### src/rtl/uart_pkg.sv
// Shared UART definitions: frame levels, data width and receiver FSM states.
// Used by both the transmitter and the receiver so the serial protocol stays in one place.
package uart_pkg;

  localparam int   UART_DATA_BITS = 8;
  localparam logic UART_IDLE_LVL  = 1'b1;
  localparam logic UART_START_LVL = 1'b0;

  typedef enum logic [2:0] {
    IDLE,
    START,
    DATA,
    STOP,
    WAIT_HI
  } rx_state_t;

endpackage

### src/rtl/rx_sync_2ff.sv
// Two-flop synchronizer for the asynchronous rx pin.
// Resets to the idle line level so a reset never looks like a start bit.
module rx_sync_2ff
  import uart_pkg::*;
(
  input  logic clk,
  input  logic reset,
  input  logic d_i,
  output logic q_o
);

  logic meta_q;
  logic sync_q;

  // NOTE: sequential state uses non-blocking assignments so every flop samples pre-edge values.
  always_ff @(posedge clk or negedge reset) begin
    if (!reset) begin
      meta_q <= UART_IDLE_LVL;
      sync_q <= UART_IDLE_LVL;
    end else begin
      meta_q <= d_i;
      sync_q <= meta_q;
    end
  end

  assign q_o = sync_q;

endmodule

### src/rtl/uart_rx.sv
// 8N1 UART receiver: mid-bit sampling FSM feeding a single valid/ack holding register,
// with sticky framing and overrun flags.
module uart_rx
  import uart_pkg::*;
#(
  parameter int CLKS_PER_BIT = 5,
  parameter int DATA_BITS    = UART_DATA_BITS
) (
  input  logic                 clk,
  input  logic                 reset,
  input  logic                 rx_i,
  input  logic                 rx_en_i,
  input  logic                 byte_ack_i,
  input  logic                 err_clr_i,
  output logic [DATA_BITS-1:0] data_o,
  output logic                 byte_valid_o,
  output logic                 frame_err_o,
  output logic                 overrun_o,
  output logic                 busy_o
);

  localparam int BAUD_W = $clog2(CLKS_PER_BIT);
  localparam int BIT_W  = $clog2(DATA_BITS);
  localparam logic [BAUD_W-1:0] BAUD_MID  = BAUD_W'((CLKS_PER_BIT - 1) / 2);
  localparam logic [BAUD_W-1:0] BAUD_LAST = BAUD_W'(CLKS_PER_BIT - 1);
  localparam logic [BIT_W-1:0]  BIT_LAST  = BIT_W'(DATA_BITS - 1);

  logic rx_s;

  rx_sync_2ff u_sync (
    .clk   (clk),
    .reset (reset),
    .d_i   (rx_i),
    .q_o   (rx_s)
  );

  rx_state_t            state_q, state_d;
  logic [BAUD_W-1:0]    baud_q, baud_d;
  logic [BIT_W-1:0]     bit_q, bit_d;
  logic [DATA_BITS-1:0] shreg_q, shreg_d;
  logic [DATA_BITS-1:0] data_q, data_d;
  logic                 valid_q, valid_d;
  logic                 ferr_q, ferr_d;
  logic                 ovr_q, ovr_d;
  logic                 busy_q, busy_d;
  logic                 deliver;
  logic                 ferr_set;

  // NOTE: every always_comb output gets a default first, so no path can infer a latch.
  always_comb begin
    state_d  = state_q;
    baud_d   = baud_q + 1'b1;
    bit_d    = bit_q;
    shreg_d  = shreg_q;
    data_d   = data_q;
    valid_d  = valid_q & ~byte_ack_i;
    ferr_d   = ferr_q & ~err_clr_i;
    ovr_d    = ovr_q & ~err_clr_i;
    deliver  = 1'b0;
    ferr_set = 1'b0;

    unique case (state_q)
      IDLE: begin
        baud_d = '0;
        if (rx_en_i && rx_s == UART_START_LVL) state_d = START;
      end
      START: begin
        if (baud_q == BAUD_MID) begin
          state_d = (rx_s == UART_START_LVL) ? DATA : IDLE;
          bit_d   = '0;
        end
      end
      DATA: begin
        if (baud_q == BAUD_LAST) begin
          baud_d  = '0;
          shreg_d = {rx_s, shreg_q[DATA_BITS-1:1]};
          if (bit_q == BIT_LAST) state_d = STOP;
          else                   bit_d   = bit_q + 1'b1;
        end
      end
      STOP: begin
        if (baud_q == BAUD_LAST) begin
          if (rx_s == UART_IDLE_LVL) begin
            deliver = 1'b1;
            state_d = IDLE;
          end else begin
            ferr_set = 1'b1;
            state_d  = WAIT_HI;
          end
        end
      end
      WAIT_HI: begin
        baud_d = '0;
        if (rx_s == UART_IDLE_LVL) state_d = IDLE;
      end
      default: state_d = IDLE;
    endcase

    // Disabling the receiver mid-frame abandons the frame silently.
    if (state_q != IDLE && !rx_en_i) begin
      state_d  = IDLE;
      deliver  = 1'b0;
      ferr_set = 1'b0;
    end

    if (state_d != state_q) baud_d = '0;

    if (deliver) begin
      if (!valid_q || byte_ack_i) begin
        data_d  = shreg_q;
        valid_d = 1'b1;
      end else begin
        ovr_d = 1'b1;
      end
    end
    if (ferr_set) ferr_d = 1'b1;

    busy_d = (state_d != IDLE);
  end

  always_ff @(posedge clk or negedge reset) begin
    if (!reset) begin
      state_q <= IDLE;
      baud_q  <= '0;
      bit_q   <= '0;
      shreg_q <= '0;
      data_q  <= '0;
      valid_q <= 1'b0;
      ferr_q  <= 1'b0;
      ovr_q   <= 1'b0;
      busy_q  <= 1'b0;
    end else begin
      state_q <= state_d;
      baud_q  <= baud_d;
      bit_q   <= bit_d;
      shreg_q <= shreg_d;
      data_q  <= data_d;
      valid_q <= valid_d;
      ferr_q  <= ferr_d;
      ovr_q   <= ovr_d;
      busy_q  <= busy_d;
    end
  end

  assign data_o       = data_q;
  assign byte_valid_o = valid_q;
  assign frame_err_o  = ferr_q;
  assign overrun_o    = ovr_q;
  assign busy_o       = busy_q;

endmodule

### config.mk
export PLATFORM = sky130hd
export DESIGN_NAME = uart_rx
export DESIGN_NICKNAME = d
export VERILOG_FILES = /design/src/rtl/uart_pkg.sv /design/src/rtl/rx_sync_2ff.sv /design/src/rtl/uart_rx.sv
export SDC_FILE = /design/constraint.sdc
export NUM_CORES = 1
export LEC_CHECK = 0
export CAP_MARGIN = 10
export CORE_AREA = 3 3 45 68
export CTS_BUF_LIST = sky130_fd_sc_hd__clkbuf_8
export DETAILED_ROUTE_END_ITERATION = 8
export DIE_AREA = 0 0 48 71
export DONT_BUFFER_PORTS = 1
export PLACE_DENSITY = 0.71
export SYNTH_ARGS = -nofsm -noshare
export SYNTH_HDL_FRONTEND = slang
export SYNTH_SLANG_ARGS = --single-unit
export TNS_END_PERCENT = 100
### constraint.sdc
create_clock -name clk -period 2.15 [get_ports clk]
set_input_delay 0.215 -clock clk [delete_from_list [all_inputs] [get_ports clk]]
set_output_delay 0.215 -clock clk [all_outputs]
set_load 0.05 [all_outputs]
==> results of run 1 <==
-- cells in the final DEF, fill, tap and decap left out, types with 2 or more instances in the layout --
cell type / instances
nor2b_1: 2
inv_1: 5
clkbuf_8: 6
dfstp_2: 2
o21ai_0: 2
dfrtp_1: 29
dlygate4sd3_1: 2
nand2b_1: 4
a21oi_1: 2
a31oi_1: 2
nor2_1: 6
buf_4: 3
nand3_1: 3
mux2_4: 8
nand2_1: 7
nor3_1: 3
ha_1: 5
mux2_2: 8
-- worst max-delay path: cells and delay by family (launching register included) --
kind,cells,cell delay [ps]
adder cells (fa/ha/maj),1,250
buffers and inverters,2,280
flip-flops,1,390
multiplexers,1,320
AND/OR/NAND/NOR,3,490
-- through the flow --
| stage | total power [mW] | worst slack [ps] | hold WS (ps) | cells | utilization [%] |
|---|---|---|---|---|---|
| global route | 1.66 | 140 | 20.2 | 151 | 63.8 |
| detailed placement | 0.979 | 303 | -79.6 | 140 | 57.7 |
| finish | 1.57 | 294 | 19.9 | 151 | 63.8 |
| CTS | 1.58 | 284 | 13.0 | 151 | 63.8 |
| global placement | 0.969 | 352 | -79.8 | 140 | 57.7 |
| floorplan | 0.926 | 474 | -80.6 | 116 | - |
-- metal layers --
metal	part of all wire, %	routed length, µm	track usage (%)
met5	0	0	0
met4	2.4	62	10.5
met3	4.5	114	5.34
met2	54	1380	27.4
met1	38	975	20.2
-- worst max path at each step --
stage                      end  cells past startpoint       from  slack [ps]
global route        shreg_q[5]                      5  baud_q[0]         140
floorplan            data_o[0]                      7  baud_q[0]         470
finish               data_o[6]                      7  baud_q[0]         290
global placement    shreg_q[6]                      5  baud_q[0]         350
CTS                 shreg_q[5]                      5  baud_q[0]         280
detailed placement  shreg_q[5]                      5  baud_q[0]         300
-- power by group --
| part | internal [mW] | leakage [nW] | switching (mW) | total [mW] |
|---|---|---|---|---|
| combinational | 0.123 | 0.299 | 0.138 | 0.261 |
| sequential | 0.627 | 0.421 | 0.0983 | 0.725 |
| clock | 0.374 | 0.0612 | 0.207 | 0.582 |
-- logic make-up (layout without fill, tap and decap cells) --
kind of cell               count (synthesis)  after routing  synth area share (%)
and+or+nand+nor                           36             36                  15.6
adders and majority gates                  6              6                  4.93
AOI/OAI and AO/OA                         15             15                  7.39
DFF                                       31             31                  52.8
buffers and inverters                     10             20                  3.65
xor gates and xnor gates                   1              1                 0.595
muxes                                     17             17                  15.0
-- flip-flops by register name, summed over array words and instances (netlist names) --
| signal | flops |
|---|---|
| frame_err_o | 1 |
| baud_q | 3 |
| state_q | 3 |
| byte_valid_o | 1 |
| u_sync.meta_q | 1 |
| shreg_q | 8 |
| u_sync.q_o | 1 |
| data_o | 8 |
| bit_q | 3 |
| overrun_o | 1 |
| busy_o | 1 |
-- final cells by class --
class | instances | area, µm²
sequential | 31 | 778
clock buffer | 6 | 82.6
clock inverter | 2 | 35.0
tap | 25 | 31.3
timing repair buffer | 6 | 62.6
multi-input combinational | 75 | 641
fill | 199 | 937
inverter | 6 | 22.5
==> results.md, run 1 <==
- The run finished with clean final reports.
- Yosys mapped a number of flops with a built-in enable equal to 0.
- The hold-critical path endpoint is frame_err_o.
- The cell taking the most area after synthesis is dfrtp_1.
- The total congestion overflow is 0.
- The number of cell instances on the worst register-to-register path is 7.
- The maximum clock frequency is 539 MHz.
- After detailed routing, the number of vias per cell comes to 5.96.
- After floorplanning, the core was divided into 23 placement rows.
- Walking the worst path, the cells encountered are inv_1 > ha_1 > and3_1 > nand4_2 > nor2b_2 > buf_4 > mux2_4.
- The count of final max-slew check failures is 0.
- The first detailed-routing pass took 4 iterations.
- The element type at the critical path start is a register.
- The via count is 900.
- The initial antenna violation count is 0.
- At the end of routability-driven placement, the weighted congestion stood at 0.895.
- Counting flops with an async set or reset pin after synthesis yields a share of 100%.
- The die covers 3410 µm².
- The final hold violation count is 0.
- Yosys instantiated no cell more often than dfrtp_1.
- Counting instances, the worst hold path has a depth of 1.
- Dividing the detail-routed wire length by the instance count gives 16.8 µm.
- The remaining max-slew budget at the tightest pin is 67.1%.
- The routed design could run at a clock period as short as 1860 ps.
- Sorting the synthesized cells by how often they occur yields 29 x dfrtp_1, 8 x mux2_2, 8 x mux2_4.
- The internal reg-to-reg setup slack is 290 ps.
- For this run, the register share of the synthesized area comes to 52.8%.
- The worst-path cell with the longest stage delay is dfrtp_1.
- Hold repair after CTS inserted 3 buffers.
- STA puts the critical path data required time at 2310 ps.
- The count of unresolved DRC violations after routing is 0.
- The CTS root buffer is clkbuf_8.
- The part of the cycle the worst path needs is 86.3%.
- For this configuration, the core starts out at a cell density of 56.9%.
- The x dimension of the die is 48 µm.
- The routed wire length is 2530 µm.
- In this run the post-CTS setup repair buffer count came out at 0.
- For this run, the slowest stage of the critical path takes 390 ps.
- The TritonCTS clock tree is built.
- Post-CTS repair changed the size of 0 cells.
- The per-instance average area after synthesis is 12.7 µm².
- Data on the critical path arrives at its endpoint at 2010 ps.
- In the final design database the tool counted 136 nets.
- The number of sinks driven by the clock tree is 31.
- The wire length of the first global-routing pass is 4230 µm.
- The reg-to-reg startpoint is baud_q[0].
- Global routing consumed, over all layers together, 17.6% of the routing resources.
- Setup repair after global routing left no endpoint under its margin.
- In this run, synthesis produced a sequential element count of 31.
- The instance area after placement is 1500 µm².
- Ranked by total cell area, the synthesized netlist is headed by dfrtp_1 49%, mux2_4 8.2%, mux2_2 6.1%.
- The tool flagged a number of max-cap violations equal to 0.
- The worst clock skew is 9.26 ps.
- The post-synthesis to final-layout area growth is 12.2%.
- The height of the die is 71 µm.
- The kind of end point of the critical path is a register.
- The number of port buffers is 0.
- In the synthesized netlist, the number of instances is 116.
- The post-route antenna net violation count is 0.
- The core footprint is 2590 µm².
- The commonest register cell after synthesis is dfrtp_1.
- The longest clock path from root to sink contains 2 buffers.
- The final cell area excluding filler cells is 1650 µm².
- The number of nets in the synthesized netlist is 127.
- The tightest min-delay check is of the in -> reg type.
- Yosys printed 0 warnings.
- The synthesized netlist occupies a cell area of 1470 µm².
- The share of layout cells above drive strength 1 is 30.2%.
- In this run the power density over the cells is 949 nW/µm².
- The number of buffers inserted during clock tree synthesis is 5.
- The total number of H-tree levels is 2.
- The final setup violation count is 0.
- In this run the count of I/O pins placed on the die edge is 18.
- The type of the worst setup path is reg -> reg.
- The clock latency reported for the late side of the worst-skew pair is 280 ps.
- The number of DRC markers after the initial detailed-route iteration is 15.
- The number of antenna diodes is 0.
- Setup total negative slack on the finished layout was measured at 0 ps.
- The top cell type's share of synthesized area is 49.3%.
- In this run the worst path has a maximum fanout of 8.
- The startpoint of the most critical hold path is err_clr_i.
- The critical register-to-register path endpoint is data_o[6].
- IR analysis of the VDD net gives a maximum drop of 853 µV.
- The static power due to leakage is 0.781 nW.
- The number of distinct library cells after synthesis is 42.
- The via count of the first global-routing pass is 947.
- After legalization and detailed placement, the total HPWL measured 1830 µm.
- After clock tree synthesis, the clock-pin slew on the worst setup and hold paths is 70 ps.
- Entering global routing, the biggest net connects 32 pins.
- For the pin with the worst max-slew slack, the measured transition is 494 ps.
(Power assumes the default switching activity.)
==> run 2, diff against run 1 <==
--- a/config.mk
+++ b/config.mk
@@ -5,14 +5,17 @@
 export SDC_FILE = /design/constraint.sdc
 export NUM_CORES = 1
 export LEC_CHECK = 0
+export ABC_CLOCK_PERIOD_IN_PS = 2150
 export CAP_MARGIN = 10
-export CORE_AREA = 3 3 45 68
+export CORE_AREA = 3 3 45 67
 export CTS_BUF_LIST = sky130_fd_sc_hd__clkbuf_8
 export DETAILED_ROUTE_END_ITERATION = 8
-export DIE_AREA = 0 0 48 71
+export DIE_AREA = 0 0 48 70
 export DONT_BUFFER_PORTS = 1
-export PLACE_DENSITY = 0.71
+export PLACE_DENSITY = 0.7
+export SLEW_MARGIN = 15
 export SYNTH_ARGS = -nofsm -noshare
 export SYNTH_HDL_FRONTEND = slang
+export SYNTH_HIERARCHICAL = 1
 export SYNTH_SLANG_ARGS = --single-unit
 export TNS_END_PERCENT = 100
==> run 2 against run 1 <==
Sequential cell count is the same. Cell count grew 2.0%. Utilization grew 0.73 points. Largest power group unchanged. Via count grew 5.3%. Largest cell class unchanged. First-iteration DRC count grew 130%.
==> results.md, run 2 <==
- In the synthesized netlist, the cells that appear most often are 29 x dfrtp_1, 16 x mux2_2, 11 x nand2_1.
- The initial antenna violation count was 0 (unchanged).
- The maximum ir drop on the vdd rail is 588 µV (-31%).
- The reported max-cap violation count is 0 (unchanged).
- The per-instance average area after synthesis is 11.8 µm² (-6.7%).
- The number of nets in the synthesized netlist came to 132 (+3.9%).
- The maximum clock frequency is 527 MHz (-2.1%).
- The pin count of the biggest net entering global routing is 32 (unchanged).
- The worst setup path is captured at a register.
- The path type of the worst min-delay path is in -> reg.
- The TritonCTS clock tree is built.
- The length of the first detailed-routing pass in iterations is 4 (unchanged).
- The routed wire length is 2520 µm (-0.36%).
- The number of antenna diodes is 0 (unchanged).
- The count of unresolved DRC violations after routing came to 0 (unchanged).
- The layout net count is 140 (+2.9%).
- The area occupied by multi-input gates came to 606 µm² (-5.5%).
- The worst hold slack after final layout is 17.2 ps (-2.79 ps).
- The highest fanout seen on the critical path came to 8 (unchanged).
- The worst clock skew came to 6.74 ps (-2.53 ps).
- The number of buffers between clock root and the deepest sink is 2 (unchanged).
- The top-level port count is 18 (unchanged).
- The share of the yosys chip area belonging to registers is 54.3% (+1.5 points).
- The post-synthesis to final-layout area growth is 11.6%.
- The flip-flop and latch count after synthesis came to 31 (unchanged).
- The worst setup path startpoint is baud_q[0].
- The flow ran to the end, and the final reports show no timing, DRC or antenna violations.
- The x dimension of the die came to 48 µm (unchanged).
- Leaving out fill and tap cells, the most frequent cell in the layout is dfrtp_1.
- The core footprint was 2480 µm² (-4.3%).
- The worst register-to-register path begins at baud_q[0].
- The CTS root buffer is clkbuf_8.
- The number of distinct library cells after synthesis is 39 (-7.1%).
- The wire length of the first global-routing pass was 4020 µm (-5.1%).
- The post-DP HPWL was 1800 µm (-1.6%).
- The layout filler cell count is 186 (-6.5%).
- The final hold violation count is 0 (unchanged).
- The final setup violation count is 0 (unchanged).
- The worst setup path is of the reg -> reg kind.
- The time the worst path needs with I/O delays and setup was 1900 ps (+40.7 ps).
- The post-route antenna net violation count is 0 (unchanged).
- The part of the cycle the worst path needs is 88.2% (+1.9 points).
- The count of final max-slew check failures is 0 (unchanged).
- In the synthesized netlist the dominant register cell turns out to be dfrtp_1.
- The via count is 948 (+5.3%).
- The top cell type's share of synthesized area is 50.7% (+1.4 points).
- The static power due to leakage was 0.757 nW (-3.0%).
- The aggregate global-route resource usage is 17.1% (-0.55 points).
- The number of vias per cell after detailed routing is 6.16 (+3.3%).
- The area enclosed by the die boundary is 3360 µm² (-1.4%).
- The post-cts repair resize count is 0 (unchanged).
- The count of synthesis-stage warnings from yosys came to 6 (+6).
- The remaining max-slew budget at the tightest pin is 67.7% (+0.60 points).
- The total number of H-tree levels came to 2 (unchanged).
- The fraction of registers with async set or reset after synthesis was 100% (unchanged).
- By instance count, the leading cell after synthesis is dfrtp_1.
- The data required time of the critical path came to 2320 ps (about the same).
- The total negative slack for setup checks is 0 ps (unchanged).
- The number of flops mapped to enable cells by yosys is 0 (unchanged).
- The final RePlAce weighted congestion is 0.942 (+5.3%).
- The count of hold-fix buffers inserted at cts is 3 (unchanged).
- The area of all sequential standard cells was 778 µm² (unchanged).
- The synthesized instance count is 121 (+4.3%).
- The cell area power density is 918 nW/µm² (-3.2%).
- By area the synthesized netlist is led by dfrtp_1 51%, mux2_2 13%, ha_1 4.4%.
- The instance area after placement is 1460 µm² (-2.7%).
- The share of layout cells above drive strength 1 is 25.4% (-4.8 points).
- The effective utilization at floorplan is 57.8% (+0.97 points).
- The via count of the first global-routing pass is 891 (-5.9%).
- The CTS clock-pin slew for the worst setup and hold paths is 70 ps (about the same).
- The slew at the pin closest to its max-slew limit is 485 ps (-8.95 ps).
- The number of port buffers is 0 (unchanged).
- Setup repair after global routing left no endpoint under its margin.
- The final cell area excluding filler cells is 1600 µm² (-3.3%).
- The element type at the critical path start is a register.
- The post-CTS setup-driven buffer insertion count came to 0 (unchanged).
- The clock latency reported for the late side of the worst-skew pair is 290 ps (about the same).
- The number of buffers inserted during clock tree synthesis is 5 (unchanged).
- The library cells used most frequently in the layout, excluding fill and tap cells, are 29 x dfrtp_1, 16 x mux2_2, 11 x nand2_1, 7 x clkbuf_8.
- The number of DRC markers after the initial detailed-route iteration was 34 (+19).
- The cell taking the most area after synthesis is dfrtp_1.
- In this run the most critical hold path is launched from err_clr_i.
- The height of the die is 70 µm (-1.4%).
- The arrival time of the worst setup path is 2060 ps (+50 ps).
- The cell area after synthesis is 1430 µm² (-2.7%).
- The number of rows in the core area is 22 (-4.3%).
- The number of sinks driven by the clock tree is 31 (unchanged).
- The average wire per cell in the routed design is 16.4 µm (-2.3%).
- The total congestion overflow came to 0 (unchanged).
-- run 2: cells by family (layout without fill, tap and decap cells) --
group / after synthesis / after routing / synth area share, %
AO/OA/AOI/OAI: 17 / 17 / 8.12
XOR/XNOR: 1 / 1 / 0.611
adder cells (fa/ha/maj): 5 / 5 / 4.37
buffers and inverters: 11 / 20 / 3.41
flip-flops: 31 / 31 / 54.3
multiplexers: 17 / 17 / 13.3
AND/OR/NAND/NOR: 39 / 39 / 15.9
-- run 2: final cells by class --
class	count	area share (%)
clock buffers	7	6.03
clock inverters	1	0.469
inverters	7	1.64
multi-input cells	79	37.9
flip-flops and latches	31	48.7
well taps	24	1.88
repair buffers	5	3.44
-- run 2: layer usage --
metal	GRT usage, %	vias up	part of all wire, %
met3	9.54	12	8.7
li1	-	440	-
met5	0	-	0
met2	23.4	36	49
met4	9.58	0	3.1
met1	20.4	460	40
-- run 2: per-stage QoR --
| stage | instances | power, mW | utilization (%) | worst slack [ps] |
|---|---|---|---|---|
| 5_1_grt | 154 | 1.54 | 64.5 | 147 |
| 6_report | 154 | 1.47 | 64.5 | 253 |
| 2_1_floorplan | 121 | 0.894 | - | 437 |
| 4_1_cts | 154 | 1.48 | 64.5 | 256 |
| 3_3_place_gp | 143 | 0.943 | 58.7 | 334 |
| 3_5_place_dp | 143 | 0.949 | 58.7 | 256 |
-- run 2: report_power, final --
part	leakage, nW	total (mW)	internal [mW]	switching [mW]
Sequential	0.421	0.698	0.625	0.0729
Combinational	0.285	0.262	0.105	0.157
Clock	0.0505	0.509	0.291	0.218
-- run 2: final timing paths --
kind	end	slack, ps	cells past startpoint
hold / removal	frame_err_o	20	1
max in group asynchronous	u_sync/q_o	1540	2
hold reg to reg	u_sync/q_o	360	0
setup / recovery	data_o[0]	250	7
setup reg to reg	data_o[0]	250	7
min in group asynchronous	data_o[5]	370	2
-- run 2: worst max-delay path, stage by stage, from the launching register on --
cell,delay (ps)
dfrtp_1,390
inv_1,90
ha_1,250
and3_1,230
nand4_1,150
nor2b_1,150
buf_4,180
mux2_2,340
==> run 3, diff against run 2 <==
--- a/config.mk
+++ b/config.mk
@@ -12,6 +12,7 @@
 export DETAILED_ROUTE_END_ITERATION = 8
 export DIE_AREA = 0 0 48 70
 export DONT_BUFFER_PORTS = 1
+export GPL_ROUTABILITY_DRIVEN = 0
 export PLACE_DENSITY = 0.7
 export SLEW_MARGIN = 15
 export SYNTH_ARGS = -nofsm -noshare
==> results of run 3 <==
The final DEF is identical to that of run 2; final timing and power are the same.
